==> config.mk <==
export PLATFORM = sky130hd
export DESIGN_NAME = alu_seq_unit_flat
export DESIGN_NICKNAME = d
export VERILOG_FILES = /design/src/rtl/alu_seq_unit_if.sv /design/src/rtl/alu_seq_unit.sv /design/src/flat_wrapper.sv
export SDC_FILE = /design/constraint.sdc
export NUM_CORES = 1
export LEC_CHECK = 0
export CAP_MARGIN = 20
export CORE_UTILIZATION = 55
export CTS_BUF_LIST = sky130_fd_sc_hd__clkbuf_2
export DETAILED_ROUTE_END_ITERATION = 16
export PLACE_DENSITY = 0.81
export SKIP_LAST_GASP = 1
export SLEW_MARGIN = 20
export SYNTH_ARGS = -nofsm -noshare
export SYNTH_HDL_FRONTEND = slang
export SYNTH_SLANG_ARGS = --single-unit
==> constraint.sdc <==
create_clock -name clock -period 5.49 [get_ports clock]
set_input_delay 1.647 -clock clock [delete_from_list [all_inputs] [get_ports clock]]
set_output_delay 1.647 -clock clock [all_outputs]
set_load 0.1 [all_outputs]
==> src/rtl/alu_seq_unit_if.sv <==
// Request/response bundle for alu_seq_unit.
// Build option: ALU_SEQ_CARRY_EN adds the carry/borrow response bit.
interface alu_seq_unit_if #(
   parameter int unsigned WIDTH = 6
);
   logic             start;
   logic [2:0]       op;
   logic [WIDTH-1:0] A;
   logic [WIDTH-1:0] B;
   logic             busy;
   logic             done;
   logic [WIDTH-1:0] result;
   logic [WIDTH-1:0] ezero_result;
`ifdef ALU_SEQ_CARRY_EN
   logic             carry;

   modport master (output start, op, A, B,
                   input busy, done, result, ezero_result, carry);
   modport slave  (input start, op, A, B,
                   output busy, done, result, ezero_result, carry);
`else
   modport master (output start, op, A, B,
                   input busy, done, result, ezero_result);
   modport slave  (input start, op, A, B,
                   output busy, done, result, ezero_result);
`endif
endinterface

==> src/rtl/alu_seq_unit.sv <==
// Sequential ALU: single-cycle logic/arith ops, iterative shift-add MUL and
// bit-serial SHL. Build option: ALU_SEQ_CARRY_EN adds an ADD carry / SUB borrow output.
module alu_seq_unit #(
   parameter int unsigned WIDTH = 6
) (
   input logic           clock,
   input logic           reset,
   alu_seq_unit_if.slave bus
);
   typedef enum logic [1:0] {StIdle, StExec, StDone} state_e;

   localparam logic [2:0] OpAdd = 3'd0;
   localparam logic [2:0] OpSub = 3'd1;
   localparam logic [2:0] OpAnd = 3'd2;
   localparam logic [2:0] OpOr  = 3'd3;
   localparam logic [2:0] OpXor = 3'd4;
   localparam logic [2:0] OpMul = 3'd5;
   localparam logic [2:0] OpShl = 3'd6;
   localparam logic [2:0] OpEq  = 3'd7;

   // Counter must hold WIDTH (MUL) and 7 (longest SHL).
   localparam int unsigned CntW = ($clog2(WIDTH + 1) > 3) ? $clog2(WIDTH + 1) : 3;
   localparam logic [WIDTH-1:0] One = WIDTH'(1);

   state_e           state_q, state_d;
   logic [2:0]       op_q, op_d;
   logic [WIDTH-1:0] a_q, a_d;
   logic [WIDTH-1:0] b_q, b_d;
   logic [WIDTH-1:0] acc_q, acc_d;
   logic [CntW-1:0]  cnt_q, cnt_d;
   logic [WIDTH-1:0] result_q, result_d;
   logic [WIDTH-1:0] ezero_q, ezero_d;

   logic [WIDTH-1:0] step_res;
   logic [WIDTH-1:0] acc_sum;
   logic [WIDTH-1:0] a_shl;
   logic             shl_active;

`ifdef ALU_SEQ_CARRY_EN
   logic             carry_q, carry_d;
   logic             step_carry;
   logic [WIDTH:0]   add_ext;
   logic [WIDTH:0]   sub_ext;
`endif

   // Datapath for the current EXEC cycle; value is the final result on the last cycle.
   always_comb begin
      acc_sum    = acc_q + (b_q[0] ? a_q : '0);
      a_shl      = a_q << 1;
      // SHL by zero still spends one EXEC cycle but leaves A untouched.
      shl_active = (b_q[2:0] != 3'd0);
      step_res   = '0;
`ifdef ALU_SEQ_CARRY_EN
      add_ext    = {1'b0, a_q} + {1'b0, b_q};
      sub_ext    = {1'b0, a_q} - {1'b0, b_q};
      step_carry = 1'b0;
`endif
      unique case (op_q)
`ifdef ALU_SEQ_CARRY_EN
         OpAdd: begin
            step_res   = add_ext[WIDTH-1:0];
            step_carry = add_ext[WIDTH];
         end
         OpSub: begin
            step_res   = sub_ext[WIDTH-1:0];
            step_carry = sub_ext[WIDTH];
         end
`else
         OpAdd: step_res = a_q + b_q;
         OpSub: step_res = a_q - b_q;
`endif
         OpAnd: step_res = a_q & b_q;
         OpOr:  step_res = a_q | b_q;
         OpXor: step_res = a_q ^ b_q;
         OpMul: step_res = acc_sum;
         OpShl: step_res = shl_active ? a_shl : a_q;
         OpEq:  step_res = (a_q == b_q) ? One : '0;
      endcase
   end

   // Next-state logic: accept in IDLE, iterate in EXEC, publish on EXEC->DONE.
   always_comb begin
      state_d  = state_q;
      op_d     = op_q;
      a_d      = a_q;
      b_d      = b_q;
      acc_d    = acc_q;
      cnt_d    = cnt_q;
      result_d = result_q;
      ezero_d  = ezero_q;
`ifdef ALU_SEQ_CARRY_EN
      carry_d  = carry_q;
`endif
      unique case (state_q)
         StIdle: begin
            if (bus.start) begin
               state_d = StExec;
               op_d    = bus.op;
               a_d     = bus.A;
               b_d     = bus.B;
               acc_d   = '0;
               if (bus.op == OpMul) begin
                  cnt_d = CntW'(WIDTH);
               end else if (bus.op == OpShl && bus.B[2:0] != 3'd0) begin
                  cnt_d = CntW'(bus.B[2:0]);
               end else begin
                  cnt_d = CntW'(1);
               end
            end
         end
         StExec: begin
            cnt_d = cnt_q - CntW'(1);
            if (op_q == OpMul) begin
               acc_d = acc_sum;
               a_d   = a_shl;
               b_d   = b_q >> 1;
            end else if (op_q == OpShl && shl_active) begin
               a_d = a_shl;
            end
            if (cnt_q <= CntW'(1)) begin
               state_d  = StDone;
               result_d = step_res;
               ezero_d  = (step_res == '0) ? One : '0;
`ifdef ALU_SEQ_CARRY_EN
               carry_d  = step_carry;
`endif
            end
         end
         StDone: state_d = StIdle;
         default: state_d = StIdle;
      endcase
   end

   // State and datapath registers with synchronous reset.
   always_ff @(posedge clock) begin
      if (reset) begin
         state_q  <= StIdle;
         op_q     <= 3'd0;
         a_q      <= '0;
         b_q      <= '0;
         acc_q    <= '0;
         cnt_q    <= '0;
         result_q <= '0;
         ezero_q  <= One;
`ifdef ALU_SEQ_CARRY_EN
         carry_q  <= 1'b0;
`endif
      end else begin
         state_q  <= state_d;
         op_q     <= op_d;
         a_q      <= a_d;
         b_q      <= b_d;
         acc_q    <= acc_d;
         cnt_q    <= cnt_d;
         result_q <= result_d;
         ezero_q  <= ezero_d;
`ifdef ALU_SEQ_CARRY_EN
         carry_q  <= carry_d;
`endif
      end
   end

   assign bus.busy         = (state_q != StIdle);
   assign bus.done         = (state_q == StDone);
   assign bus.result       = result_q;
   assign bus.ezero_result = ezero_q;
`ifdef ALU_SEQ_CARRY_EN
   assign bus.carry        = carry_q;
`endif
endmodule

==> src/flat_wrapper.sv <==
// flat-port wrapper written by rule: the top's interface ports become plain ports
module alu_seq_unit_flat 
#(
   parameter int unsigned WIDTH = 6
)
  (clock, reset, bus_start, bus_op, bus_A, bus_B, bus_busy, bus_done, bus_result, bus_ezero_result);
  alu_seq_unit_if #(.WIDTH(WIDTH)) bus_i ();
  input logic clock;
  input logic reset;
  input wire logic [$bits(bus_i.start)-1:0] bus_start;
  input wire logic [$bits(bus_i.op)-1:0] bus_op;
  input wire logic [$bits(bus_i.A)-1:0] bus_A;
  input wire logic [$bits(bus_i.B)-1:0] bus_B;
  output wire logic [$bits(bus_i.busy)-1:0] bus_busy;
  output wire logic [$bits(bus_i.done)-1:0] bus_done;
  output wire logic [$bits(bus_i.result)-1:0] bus_result;
  output wire logic [$bits(bus_i.ezero_result)-1:0] bus_ezero_result;
  assign bus_i.start = bus_start;
  assign bus_i.op = bus_op;
  assign bus_i.A = bus_A;
  assign bus_i.B = bus_B;
  assign bus_busy = bus_i.busy;
  assign bus_done = bus_i.done;
  assign bus_result = bus_i.result;
  assign bus_ezero_result = bus_i.ezero_result;
  alu_seq_unit #(.WIDTH(WIDTH)) u_core (.clock(clock), .reset(reset), .bus(bus_i));
endmodule
# Word level (Yosys, flattened, before mapping)
# Cells that the tools add are included.
[totals]
ram_bits = 0
out_inout_bits = 14
mem_count = 0
rom_bits = 0
reg_bits = 38
latch_bits = 0
in_bits = 18
elab_cells = 69
[classes]
eq_ne = 16
div_mod_pow = 0
bitwise = 3
n_reduce_logical = 15
magnitude_cmp = 1
mux = 22
mul = 0
addsub = 4
shifts = 0
[op_table]
columns = ["operator", "count"]
rows = [
  ["$mux W6", 9],
  ["$pmux W6 S8", 1],
  ["$pmux W6 S2", 3],
  ["$eq A3 B3 Y1 const B", 6],
  ["$add A6 B6 Y6", 2],
  ["$mux W3", 3],
  ["$reduce_and A2 Y1", 4],
  ["$and A6 B6 Y6", 1],
  ["$eq A3 B2 Y1 const B", 2],
  ["$eq A6 B6 Y1", 1],
  ["$logic_not A6 Y1", 1],
  ["$or A6 B6 Y6", 1],
  ["$pmux W3 S2", 1],
  ["$reduce_and A3 Y1", 2],
  ["$reduce_bool A3 Y1", 2],
  ["$sub A6 B6 Y6", 1],
  ["$xor A6 B6 Y6", 1],
  ["$mux W2", 2],
  ["$ne A2 B1 Y1 const B", 2],
  ["$pmux W2 S2", 1],
  ["$reduce_bool A2 Y1", 2],
  ["$eq A3 B1 Y1 const B", 1],
  ["$le A3 B1 Y1 const B", 1],
  ["$logic_not A3 Y1", 1],
  ["8 further kinds", 10],
]

# Depth between registers and ports, before layout
[logic_depth]
depth_word = 6
depth_mapped = 10
mapped_depth_nobuf = 10

# Worst setup path before layout
# No wires, ideal clock.
[synth_path]
path_kind = "register to output"
from = "reg u_core.state_q[0]"
to = "out bus_done"
required_time_ps = 3843
path_buffers = 1
setup_slack_ps = 2102
path_stages_with_launch = 3
arrival_ps = 1741
path_cell_list = "dfxtp_1 clkbuf_1 nor2_1"
[synth_via]
elab_chain_cells = 1
[synth_lines]
columns = ["item", "line_no", "rtl"]
rows = [
  ["start, declared", "alu_seq_unit.sv:25", "state_e state_q, state_d;"],
  ["start signal, assigned", "alu_seq_unit.sv:137", "state_q <= StIdle;"],
  ["start signal, assigned", "alu_seq_unit.sv:149", "state_q <= state_d;"],
  ["$eq A2 B2 Y1", "alu_seq_unit.sv:164", "assign bus.done = (state_q == StDone);"],
  ["end, declared", "flat_wrapper.sv:15", "output wire logic [$bits(bus_i.done)-1:0] bus_done;"],
]
# Every way passes these cells.

# Worst setup path after layout
[layout_path]
from = "reg u_core.state_q[0]"
to = "out bus_busy"
[layout_via]
elab_chain_cells = 1
[layout_lines]
columns = ["item", "line_no", "rtl"]
rows = [
  ["$reduce_bool A2 Y1", "alu_seq_unit.sv:163", "assign bus.busy = (state_q != StIdle);"],
  ["end, declared", "flat_wrapper.sv:14", "output wire logic [$bits(bus_i.busy)-1:0] bus_busy;"],
]
# Every way passes these cells.

==> summary.txt <==
Die
  – Die area: slightly above 5000 um^2
  – Chip width: 71.4 um
  – Core Rows: 24
  – Die H: between 70 and 80 um
  – Initial Util: 58.8%
  – Core area: 4500 um^2
  – I/O pin count: 32

Setup path
  – Arr. time, crit path: ~2.3 ns
  – Worst stage delay on the critical path: 1.14 ns
  – CP Cell Sequence: or2_2 > clkdlybuf4s50_1
  – R2r setup slk: between 2 and 3 ns
  – Critical path capture point type: primary output
  – Worst Setup SP: u_core.state_q[0]
  – Worst r2r src: u_core.b_q[0]
  – Critical Setup Path Class: reg -> out
  – Worst Path Required: 3.84 ns
  – Delay-heaviest family, CP: buffers and inverters
  – Slowest CP cell: clkdlybuf4s50_1
  – CP bufs+invs: 1
  – Maximum fanout along the worst path: 11
  – CP startpoint kind: flip-flop

Placement
  – Area post-placement: roughly 2900 um^2
  – Placer Congestion: a little over 0.9
  – Post-Place Setup Slack: between 2 and 2.5 ns
  – DP HPWL: around 4.7 mm
  – Placed Cells: ~400
  – Port buffer count: 26

Yosys
  – Yosys top cell by area: dfxtp_1
  – Post-synthesis cell count: 340
  – Cell variety after synth: 57
  – Main synth FF type: dfxtp_1
  – Top-area cell type share of the netlist area: about 25%
  – Synth area leaders: dfxtp_1, ha_1, a21oi_1
  – Syn_area_per_cell: ~7.8 um^2
  – Synthesized flop and latch total: 33
  – Warning count from the yosys run: 0
  – Seq/Total Area, Yosys: 24.9%
  – EDFF count, synth: 0
  – Async SR Flop Fraction: 0%
  – Cell Area, Synth: 2650 um^2

Status
  – Run status: completed

Timing
  – Final min period: 3.93 ns
  – Max-slew violations: 0
  – RSZ-0062 raised after global routing: false
  – Final period util: a little under three quarters
  – Worst Skew: 0.0254 ns
  – Finish-stage setup viols: 0
  – Final Hold Vio Count: 0
  – Max Freq: ~0.25 GHz
  – Least-Margin Pin Slew: between 0.9 and 1 ns
  – Setup WS post-layout: between 1.5 and 2 ns
  – Final hold slack: approximately 0.48 ns
  – Setup tns final: 0 ns
  – Relative slew slack: 35.6%

Routing
  – DR pass1 iterations: 5
  – First DRT Iteration DRCs: roughly 220
  – Final wirelength: ~6.3 mm
  – DR DRC count: 0
  – Avg Vias per Cell: just over 6
  – WL/cell: roughly 16 um
  – Antenna Nets Post-Route: 0
  – Detailed-route via count: ~2500

Finish
  – Final core utilization: 65.2%
  – Most frequent cells in the layout: nor2_1, nand2_1, dfxtp_1, a21oi_1, clkdlybuf4s50_1
  – Fill count: approximately 400
  – Commonest non-fill, non-tap cell in the layout: nor2_1
  – Share of layout cells above drive strength 1: under 10%
  – Area grow syn2layout: 10.8%
  – Final Non-Filler Cells: roughly 410
  – Antenna diodes: 0
  – Final Instance Area: just under 3000 um^2
  – NumNets Final: roughly 400

CTS
  – CTS Buffer Depth: 2
  – Hold_buf cts: 0
  – H-tree levels: 2
  – Number of CTS-inserted buffers: 5
  – Clk root buf: clkbuf_2
  – Clock-pin slew on the worst setup and hold paths: 0.18 ns
  – TritonCTS clock tree: yes
  – Post-cts gate resize count: 0
  – Setup Buffers After CTS: 0
  – CTS Sinks: 33
  – Clock Latency Late Sink: around 0.38 ns

Global route
  – Vias in the first global route: ~2300
  – Global Route Usage Sum: a little over a quarter
  – Overflow after GRT: 0
  – Largest net degree at the start of global routing: 34
  – Global-route wire length before repair: around 11 mm
  – Initial antenna violation count: 0

Pwr
  – Leakage: ~1.1 nW
  – PD cells: 295 nW/um^2
  – Max IR drop VDD: ~0.18 mV
  – Total Power: approximately 0.86 mW

Worst hold path
  – HP Start: u_core.acc_q[2]
  – Type of the tightest min-delay check: reg -> reg

Run
  – Max-cap violations: 0
==> state kept, by name, summed over array words and instances (netlist names) <==
register and cells:
u_core.cnt_q 3, u_core.bus.result 6, u_core.state_q 2, u_core.b_q 6, u_core.a_q 6, u_core.acc_q 6, u_core.bus.ezero_result 1, u_core.op_q 3
==> synth_stat cells (4+ instances only) <==
master,number
a21o_1,5
nor2b_1,10
buf_2,8
a21oi_1,27
a22oi_1,6
clkbuf_1,10
a311oi_1,10
mux2i_1,7
ha_1,24
nor2_1,35
nand3_1,9
nand2_1,33
xnor2_1,5
nor3_1,6
dfxtp_1,33
inv_1,22
nand2b_1,6
nand3b_1,6
buf_4,5
o211ai_1,4
a211oi_1,6
o21ai_0,11
==> kinds of logic (layout without fill, tap and decap cells) <==
kind of cell | Yosys count | count (layout) | share of synthesized area [%]
simple gates | 122 | 122 | 23.4
compound gates | 94 | 94 | 24.2
buf+inv | 47 | 57 | 8.03
flops | 33 | 33 | 24.9
fa+ha+maj | 27 | 27 | 13.6
xor+xnor | 8 | 8 | 2.64
mux | 8 | 8 | 3.07
other cells | 1 | 5 | 0.142
==> power by group <==
group          switching [mW]  internal [mW]  total, mW  leakage (nW)
clock network          0.0846         0.0741      0.159        0.0388
logic                   0.252          0.144      0.396         0.833
registers              0.0439          0.266      0.310         0.271
==> final timing paths <==
path                                 to  cells after the start
max reg2reg  u_core.bus.ezero_result[0]                      9
min reg2reg             u_core.acc_q[2]                      2
max                            bus_busy                      2
min                     u_core.acc_q[2]                      2
==> final cells by class <==
class	instances	area, um^2	share of cell area [%]
well taps	52	65.1	2.22
repair buffers	28	275	9.38
inverters	22	82.6	2.81
clock buffers	5	25.0	0.853
multi-input cells	264	1790	61.0
clock inverters	2	35.0	1.19
flip-flops and latches	33	661	22.5
==> per-layer routing <==
metal  global-route usage [%]  share of wire [%]  up-vias
met2                     44.2                 48      101
met1                     36.4                 46     1183
met3                     3.94                5.0       15
met4                     6.22                1.3        0
met5                        0                  0        -
li1                         -                  -     1232
==> worst register-to-register path, cell delays in order (launching register included) <==
cell and delay [ns]:
dfxtp_1 0.53, inv_1 0.17, nor2_1 0.14, ha_1 0.29
a21oi_1 0.25, nand3_1 0.11, a21oi_1 0.33, o32ai_1 0.21
and4_1 0.24, a311o_1 0.30
Power figures use the tool's default switching activity.
==> edit 1: new RTL, same flow settings <==
`WIDTH` is set to 6 in 3 places; all go to 12.
--- a/src/rtl/alu_seq_unit_if.sv
+++ b/src/rtl/alu_seq_unit_if.sv
@@ -3,3 +3,3 @@
 interface alu_seq_unit_if #(
-   parameter int unsigned WIDTH = 6
+   parameter int unsigned WIDTH = 12
 );
--- a/src/rtl/alu_seq_unit.sv
+++ b/src/rtl/alu_seq_unit.sv
@@ -3,3 +3,3 @@
 module alu_seq_unit #(
-   parameter int unsigned WIDTH = 6
+   parameter int unsigned WIDTH = 12
 ) (
--- a/src/flat_wrapper.sv
+++ b/src/flat_wrapper.sv
@@ -3,3 +3,3 @@
 #(
-   parameter int unsigned WIDTH = 6
+   parameter int unsigned WIDTH = 12
 )
Interface: changed (resized bus_A, bus_B, bus_ezero_result and bus_result); port bits go from 32 to 56. The function was not compared with the original's and may differ.
==> edit 1 against the original RTL <==
Global-route usage rose by 3.7 points. Routed wire length rose by 130%. Worst hold slack got worse by 0.0018 ns. Worst setup slack improved by 0.026 ns. Sequential cell count rose by 25. Cell count rose by 97%. Cell area rose by 89%. Synthesized area rose by 88%. Register-to-register slack got worse by 1.0 ns. Fmax rose by 0.66%. Total power rose by 100%. Critical path depth did not move. Critical path type unchanged. Critical endpoint is now bus_done. Highest routed layer unchanged.
==> edit 1: results (changes against the original RTL) <==
Vias/cell=6.35 (+1.8%); vias in the first global route=4,639 (+100%); synth unique cells=66 (+16%); Reg2Reg Depth=12 (+3); Clock Latency Late Sink=0.53 ns (+0.15 ns); # fillers=741 (+83%); hold path startpoint=u_core.acc_q[0]; P_leak=2.19 nW (+92%); crit path DAT=2.26 ns (-0.02 ns); post-synthesis adder-cell area fraction=13.3% (-0.31 points); Worst-Margin Slew=1.10 ns (+0.136 ns); register area share after synthesis=23.4% (-1.6 points); # placed instances=783 (+96%); cts bufs inserted=9 (+4); hold path endpoint=u_core.acc_q[0]; Mean Syn Cell Area=7.48 um2 (-4.1%); clk pwr=354 uW (+120%); Place WS=1.95 ns (-0.0727 ns); outcome=complete, no violations; peak supply drop=0.154 mV (-13%); Final Cycle Share=71.1% (-0.47 points); mux cell area share after synthesis=3.05% (-0.023 points); Critical path origin=u_core.state_q[1]; GP Congestion=0.934 (+1.2%); largest net degree at the start of global routing=59 (+74%); met3 WL=1.31 mm (+310%); M1 WL=6.03 mm (+110%); P_seq=540 uW (+74%); nets=767 (+92%); multi-input logic area=3460 um2 (+93%); Iteration-0 DRC Markers=406 (+89%); Routed wire per std cell=18.1 um (+16%); share of post-route cells with drive strength above 1=6.66% (+2.4 points); H-Tree Depth=3 (+1); Crit Path Max Fanout=6 (-5); FF-to-FF Start=u_core.a_q[1]; sequential share of power=31.2% (-4.6 points)
edit 1: cell types whose count changed after synthesis, moves of 17 or more:
cell	unedited run	this run
nor3_1	6	23
a21oi_1	27	47
nand2_1	33	75
nor2_1	35	94
inv_1	22	40
clkbuf_1	10	29
ha_1	24	48
dfxtp_1	33	58
edit 1: worst min-delay path: stages, from the launching register on:
cell     delay [ns]
dfxtp_1        0.36
nand2_1        0.06
a21oi_1        0.05
edit 1: layer usage:
layer | global-route usage, % | vias to the layer above
met4 | 13.1 | 0
li1 | - | 2398
met5 | 0 | -
met3 | 5.40 | 37
met1 | 38.9 | 2330
met2 | 49.8 | 305
edit 1: final cells by class:
class | instances | area share [%]
tap | 108 | 2.44
clock inverter | 7 | 1.83
clock buffer | 9 | 0.813
timing repair buffer | 50 | 8.68
inverter | 42 | 2.85
sequential | 58 | 21.0
multi-input combinational | 525 | 62.4
==> edit 2: new RTL, same flow settings <==
Made on the original files. Take the reset off `result_q` and load it in a clocked block of its own.
--- a/src/rtl/alu_seq_unit.sv
+++ b/src/rtl/alu_seq_unit.sv
@@ -142,3 +142,2 @@
          cnt_q    <= '0;
-         result_q <= '0;
          ezero_q  <= One;
@@ -154,3 +153,2 @@
          cnt_q    <= cnt_d;
-         result_q <= result_d;
          ezero_q  <= ezero_d;
@@ -160,2 +158,6 @@
       end
+   end
+
+   always_ff @(posedge clock) begin
+      result_q <= result_d;
    end
Formal check against the unedited RTL: differs if reset is asserted again (counterexample within 4 cycles, from zero or initial values and one cycle with reset high); with reset held inactive, the same outputs for 10 cycles.
==> edit 2 against the original RTL <==
Synthesized area fell by 2.4%. Cell area shrank 3.1%. Total power decreased by 9.1%. Clock power down 28%. Register-to-register slack got worse by 0.36 ns. Routed wire length down 1.6%. Worst setup slack got worse by 0.012 ns. Via count shrank 5.4%. Sequential cell count did not move.
==> edit 2: results (changes against the original RTL) <==
Synth Instances=336 (-1.2%); GP Congestion=0.927 (+0.42%); Total GRT Usage=26.8% (+0.28 points); dpl hpwl=4.73 mm (about the same); Place WS=1.96 ns (-0.0690 ns); xor-xnor portion of the synthesized cell area=3.73% (+1.1 points); ranking of synthesized cells by instance count=nor2_1 (62), a21oi_1 (46), dfxtp_1 (27), nand2_1 (25), ha_1 (24); vias in the first global route=2,168 (-4.7%); Worst Hold Margin=0.493 ns (+0.0138 ns); post-route setup slack=1.55 ns (-0.0117 ns); outcome=complete, no violations; hold path startpoint=u_core.acc_q[5]; Cell Pwr Density=277 nW/um2 (-6.1%); Critical path origin=u_core.state_q[0]; hold path endpoint=u_core.acc_q[5]; number of synthesized flops with an enable pin=6 (+6); Hold Path Class=reg2reg; synth unique cells=50 (-12%); mux cell area share after synthesis=1.55% (-1.5 points); Vias/cell=5.90 (-5.4%); crit path DAT=2.30 ns (+0.02 ns); CTS resizes=0 (unchanged); flop2flop setup slack=2.49 ns (-0.36 ns); Routed wire per std cell=15.3 um (-1.6%); Area after DPL=2810 um2 (-2.4%); # fillers=390 (-3.7%); sequential cell area=721 um2 (+9.1%); nets=398 (-0.25%); via count=2,394 (-5.4%); skew final=0.0299 ns (+0.00452 ns); Crit Path Max Fanout=9 (-2); Synth area leaders=dfxtp_1 (21%), ha_1 (12%), nor2_1 (9.0%), a21oi_1 (8.9%), edfxtp_1 (7.0%); post-synthesis adder-cell area fraction=13.9% (+0.34 points); P_leak=1.12 nW (-2.3%); first-pass GRT wire length=10.4 mm (-3.2%); Iteration-0 DRC Markers=248 (+15%); Clock transition at path regs=0.16 ns (-0.02 ns); Worst-Margin Slew=1.05 ns (+0.0910 ns); Synth Area in Compound Gates=22.3% (-1.9 points); peak supply drop=0.147 mV (-17%); H-Tree Depth=2 (unchanged); internal power=434 uW (-10%); Logic pwr share=46.0% (about the same); largest net degree at the start of global routing=28 (-18%); Reg2Reg Depth=10 (+1)
==> edit 2: final cells by class <==
| cell class | count | area share (%) |
|---|---|---|
| timing repair buffer | 26 | 9.15 |
| inverter | 23 | 3.04 |
| clock buffer | 7 | 1.23 |
| multi-input combinational | 264 | 58.8 |
| sequential | 33 | 25.3 |
| tap | 52 | 2.29 |
| clock inverter | 1 | 0.132 |
==> edit 2: metal layers <==
| layer | vias to the layer above | part of all wire, % | routed length [um] | global-route usage [%] |
|---|---|---|---|---|
| met1 | 1089 | 45 | 2780 | 36.2 |
| met5 | - | 0 | 0 | 0 |
| li1 | 1188 | - | - | - |
| met4 | 0 | 1.4 | 87 | 8.89 |
| met3 | 14 | 7.0 | 434 | 4.99 |
| met2 | 103 | 47 | 2910 | 43.7 |
==> edit 2: critical path, delay by kind of cell (launching register included) <==
kind                   cells  cell delay (ns)
buffers and inverters      2             1.21
DFF                        1             0.56
and+or+nand+nor            1             0.17
